==> config.mk <==
export PLATFORM = sky130hd
export DESIGN_NAME = grid_row_scanner
export DESIGN_NICKNAME = d
export VERILOG_FILES = /design/src/rtl/grid_row_scanner.sv
export SDC_FILE = /design/constraint.sdc
export NUM_CORES = 1
export LEC_CHECK = 0
export BUFFER_PORTS_ARGS = -buffer_cell sky130_fd_sc_hd__buf_2
export CAP_MARGIN = 20
export CORE_MARGIN = 2
export CORE_UTILIZATION = 35
export CTS_BUF_LIST = sky130_fd_sc_hd__clkbuf_8
export DETAILED_ROUTE_END_ITERATION = 8
export MAX_ROUTING_LAYER = met4
export PLACE_DENSITY = 0.58
export SLEW_MARGIN = 10
export SYNTH_ARGS = -nofsm -noshare
export SYNTH_HDL_FRONTEND = slang
export SYNTH_SLANG_ARGS = --single-unit
==> constraint.sdc <==
create_clock -name clk -period 4.8 [get_ports clk]
set_input_delay 0.96 -clock clk [delete_from_list [all_inputs] [get_ports clk]]
set_output_delay 0.96 -clock clk [all_outputs]
set_load 0.02 [all_outputs]
==> src/rtl/grid_row_scanner.sv <==
// Row-scanning LED matrix driver for the 8x8 Life core, with a shadow frame and one-deep pending buffer.
// Optional macro SCAN_BLANK_EN inserts one dark BLANK cycle after every row's dwell.
module grid_row_scanner #(
    parameter int DWELL = 4
) (
    input  logic        clk,
    input  logic        reset,
    input  logic [63:0] grid_in,
    input  logic        grid_valid,
    output logic [7:0]  row_sel,
    output logic [7:0]  col_data,
    output logic        frame_done
);

    localparam int DW = (DWELL > 1) ? $clog2(DWELL) : 1;
    localparam logic [DW-1:0] DWELL_LAST = DW'(DWELL - 1);

`ifdef SCAN_BLANK_EN
    typedef enum logic [1:0] {IDLE, SCAN, BLANK} state_t;
`else
    typedef enum logic [1:0] {IDLE, SCAN} state_t;
`endif

    state_t         state_q, state_d;
    logic [2:0]     row_q, row_d;
    logic [DW-1:0]  dwell_q, dwell_d;
    logic [63:0]    shadow_q, shadow_d;
    logic [63:0]    pending_q, pending_d;
    logic           pend_flag_q, pend_flag_d;
    logic           dwell_end;
    logic           boundary;

    always_ff @(posedge clk or posedge reset) begin
        if (reset) begin
            state_q     <= IDLE;
            row_q       <= '0;
            dwell_q     <= '0;
            shadow_q    <= '0;
            pending_q   <= '0;
            pend_flag_q <= 1'b0;
        end else begin
            state_q     <= state_d;
            row_q       <= row_d;
            dwell_q     <= dwell_d;
            shadow_q    <= shadow_d;
            pending_q   <= pending_d;
            pend_flag_q <= pend_flag_d;
        end
    end

    assign dwell_end = (dwell_q == DWELL_LAST);

    // The boundary is the edge that closes a frame; frame_done marks the cycle before it.
`ifdef SCAN_BLANK_EN
    assign boundary = (state_q == BLANK) && (row_q == 3'd7);
`else
    assign boundary = (state_q == SCAN) && (row_q == 3'd7) && dwell_end;
`endif

    always_comb begin
        state_d     = state_q;
        row_d       = row_q;
        dwell_d     = dwell_q;
        shadow_d    = shadow_q;
        pending_d   = pending_q;
        pend_flag_d = pend_flag_q;

        case (state_q)
            IDLE: begin
                if (grid_valid) begin
                    shadow_d = grid_in;
                    row_d    = 3'd0;
                    dwell_d  = '0;
                    state_d  = SCAN;
                end
            end
            SCAN: begin
                if (dwell_end) begin
                    dwell_d = '0;
`ifdef SCAN_BLANK_EN
                    state_d = BLANK;
`else
                    row_d   = row_q + 3'd1;
`endif
                end else begin
                    dwell_d = dwell_q + 1'b1;
                end
            end
`ifdef SCAN_BLANK_EN
            BLANK: begin
                row_d   = row_q + 3'd1;
                state_d = SCAN;
            end
`endif
            default: state_d = IDLE;
        endcase

        // A word arriving exactly on the boundary goes straight to the display and supersedes any pending one.
        if (state_q != IDLE) begin
            if (boundary) begin
                if (grid_valid) begin
                    shadow_d = grid_in;
                end else if (pend_flag_q) begin
                    shadow_d = pending_q;
                end
                pend_flag_d = 1'b0;
            end else if (grid_valid) begin
                pending_d   = grid_in;
                pend_flag_d = 1'b1;
            end
        end
    end

    always_comb begin
        row_sel    = 8'd0;
        col_data   = 8'd0;
        frame_done = boundary;
        if (state_q == SCAN) begin
            row_sel  = 8'd1 << row_q;
            col_data = shadow_q[{~row_q, 3'b000} +: 8];
        end
    end

endmodule

==> flow_summary.ini <==
[timing]
grt_setup_unrepaired = false
setup-tns-final_ps = 0
finalSetupViolations = 0
timing.clock.skew_ps = 8.75
final-hold-violation-count = 0
hold_ws_ps = 503
max-slew-margin-rel = 0.387
period_minus_slack_ps = 3410
max_slew.worst_pin.slew_ps = 920
layout_worst_path_cycle_share = 0.711
fmax_mhz = 293
finalWorstSetupSlack_ps = 1390
max_slew_violation_count = 0

[cts]
cts.repair.resized = 0
hold_buffers = 0
cts_tree = done
clk_path_buf_depth = 2
cts-buffers-inserted = 17
cts_max_level = 4
worst_skew_pair.late_latency_ps = 440
clk_pin_slew_worst_paths_ps = 70
cts-root-buf = sky130_fd_sc_hd__clkbuf_8
postCtsSetupRepairBufs = 0
clkSinkCount = 135

[floorplanning]
floorplan.die.width_um = 142
fp.dieArea_sq_mm = 0.0202
initial_utilization = 0.357
io_pins = 84
die_height_um = 142
design.core.area_sq_mm = 0.0187
core.rowCount = 50

[synth]
post_synth_inst_count = 469
ys_seq_elements = 135
syn_area_sq_mm = 0.00668
synth_top_cells_by_count = sky130_fd_sc_hd__dfrtp_1, sky130_fd_sc_hd__mux2_4, sky130_fd_sc_hd__nand3b_1
synth.net_count = 543
synth_top_cell_by_area = sky130_fd_sc_hd__dfrtp_1
syn-mean-instance-area_sq_um = 14.3
post_synth_num_cell_types = 32
synth_area_leaders = sky130_fd_sc_hd__dfrtp_1, sky130_fd_sc_hd__mux2_4, sky130_fd_sc_hd__o221a_2
synth-seq-area-share = 0.505
ffs_w_async_s_r_synth = 1.00
synth_top_area_share = 0.505
yosysWarningCount = 0
ys_flop_type = sky130_fd_sc_hd__dfrtp_1
synth_most_common_cell = sky130_fd_sc_hd__dfrtp_1
synth_edf_count = 0

[power]
switching_share = 0.315
power.switching_mw = 1.30
intPower_mw = 2.83
totalPowerFinal_mw = 4.13
sequentialPowerShare = 0.445
ir_drop_v = 0.000246
power_leakage_nw = 3.22
power_density_mw_per_mm2 = 542
power_frac_comb = 0.307
clkPwrFrac = 0.248

[placed_design]
dpl.cell_count = 754
io_buf_count = 83
dp_hpwl_um = 11200
placed_cell_area_sq_mm = 0.00719
gp_routability_congestion = 0.765
place_worst_setup_slack_ps = 1770

[layout]
final_core_utilization = 0.408
diodes = 0
drive_above_1_share = 0.494
fin_nets = 613
syn_to_final_growth_pct = 14.1
fin_area_sq_mm = 0.00762
post_layout_nonfiller_instances = 785

[worst_setup_path]
critical_path.max_fanout = 21
worst-r2r-cell-count = 6
timing_worst_setup_path_type = flop to primary output
r2r_slack_ps = 1800
critical_path_arrival_ps = 2450
critical_path_buf_inv_count = 2
crit_start = row_q[2]$_DFFE_PP0P_
worst_r2r_endpoint = pending_q[30]$_DFFE_PP0P_
timing.critical_path.cells = buf_4, mux4_2, o22ai_1, nor2_1, buf_2
cp-start-kind = flop
setup.worst_path.end = col_data[1]
critical_path.endpoint_type = primary output
worstReg2RegStart = row_q[1]$_DFFE_PP0P_
cp_num_cells = 5
cpMaxStageDelayCell = sky130_fd_sc_hd__dfrtp_1
critical_path.top_delay_family = flip-flops
required_ps = 3840
crit_path_max_cell_delay_ps = 920

[global_route]
first_global_vias = 4608
grt_start_max_net_pins = 102
grt_antenna_before_repair = 0
grt_pass1_wl_um = 27200
grt.overflow.total = 0
grt_use_total = 0.183

[drt]
wirelength_um = 17000
drc = 0
postRouteAntennaNets = 0
initialDrtViolationCount = 422
via_count = 4334
wire_per_inst_um = 21.7
drt_pass1_iterations = 7
viasPerCell = 5.52

[status]
run_status = complete, no violations

[run]
drv.max_cap_violation_count = 0

[min_path]
holdCritPathClass = flop to flop
flip-flops by register name, indices dropped and copies added, names as in the netlist:
| signal | flops |
|---|---|
| pend_flag_q | 1 |
| state_q | 1 |
| shadow_q | 64 |
| row_q | 3 |
| pending_q | 64 |
| dwell_q | 2 |
final cells by class:
| cell class | instances | area (sq um) |
|---|---|---|
| clock buffer | 20 | 275 |
| clock inverter | 11 | 155 |
| timing repair buffer | 93 | 490 |
| multi-input combinational | 287 | 3010 |
| sequential | 135 | 3380 |
| inverter | 5 | 23.8 |
| tap | 234 | 293 |
| fill | 1727 | 11100 |
power groups by stage:
stage                     clock network [mW]  registers (mW)  logic (mW)
after floorplan                            0            1.65        1.04
after global placement                     0            1.85        1.25
after detailed placement                   0            1.85        1.28
after CTS                               1.05            1.83        1.28
after global routing                    1.09            1.88        1.37
final                                   1.03            1.84        1.27
placed cells by master (no fill, tap or decap), drive strengths merged, types with 2 or more instances in the layout:
| cell | synthesis | routed |
|---|---|---|
| dfrtp | 135 | 135 |
| buf | 34 | 93 |
| mux2 | 86 | 86 |
| o221a | 64 | 64 |
| nand3b | 59 | 59 |
| clkbuf | 8 | 20 |
| o21ai | 11 | 11 |
| nor2 | 10 | 10 |
| mux4 | 8 | 8 |
| o22ai | 8 | 8 |
| ha | 7 | 7 |
| inv | 5 | 7 |
| o22a | 6 | 6 |
| nand2 | 6 | 6 |
| and2 | 5 | 5 |
| and3 | 5 | 5 |
| clkinv | 0 | 4 |
| bufinv | 0 | 4 |
| a21oi | 3 | 3 |
| nand2b | 2 | 2 |
per-layer routing:
layer	part of all wire	routed length (um)	global-route usage
met1	0.50	8460	0.261
met2	0.45	7670	0.265
met3	0.040	686	0.0323
met4	0.013	223	0.0579
met5	0	0	-
logic make-up (layout without fill, tap and decap cells):
| group | count (synthesis) | in the layout | share of synthesized area |
|---|---|---|---|
| DFF | 135 | 135 | 0.505 |
| and+or+nand+nor | 89 | 89 | 0.0885 |
| adders and majority gates | 7 | 7 | 0.0131 |
| muxes | 95 | 95 | 0.207 |
| AOI/OAI and AO/OA | 96 | 96 | 0.140 |
| buffers and inverters | 47 | 129 | 0.0462 |
how the worst min path moves through the flow:
stage	start	endpoint	slack, ps	cells after the start
after global placement	dwell_q[0]$_DFFE_PP0P_	dwell_q[0]$_DFFE_PP0P_	480	1
after global routing	pending_q[63]$_DFFE_PP0P_	pending_q[63]$_DFFE_PP0P_	520	1
after CTS	dwell_q[0]$_DFFE_PP0P_	dwell_q[0]$_DFFE_PP0P_	510	1
final	dwell_q[0]$_DFFE_PP0P_	dwell_q[0]$_DFFE_PP0P_	500	1
after floorplan	dwell_q[0]$_DFFE_PP0P_	dwell_q[0]$_DFFE_PP0P_	460	1
after detailed placement	dwell_q[1]$_DFFE_PP0P_	dwell_q[1]$_DFFE_PP0P_	490	1
Note: power is estimated with default switching activity, not from simulation.
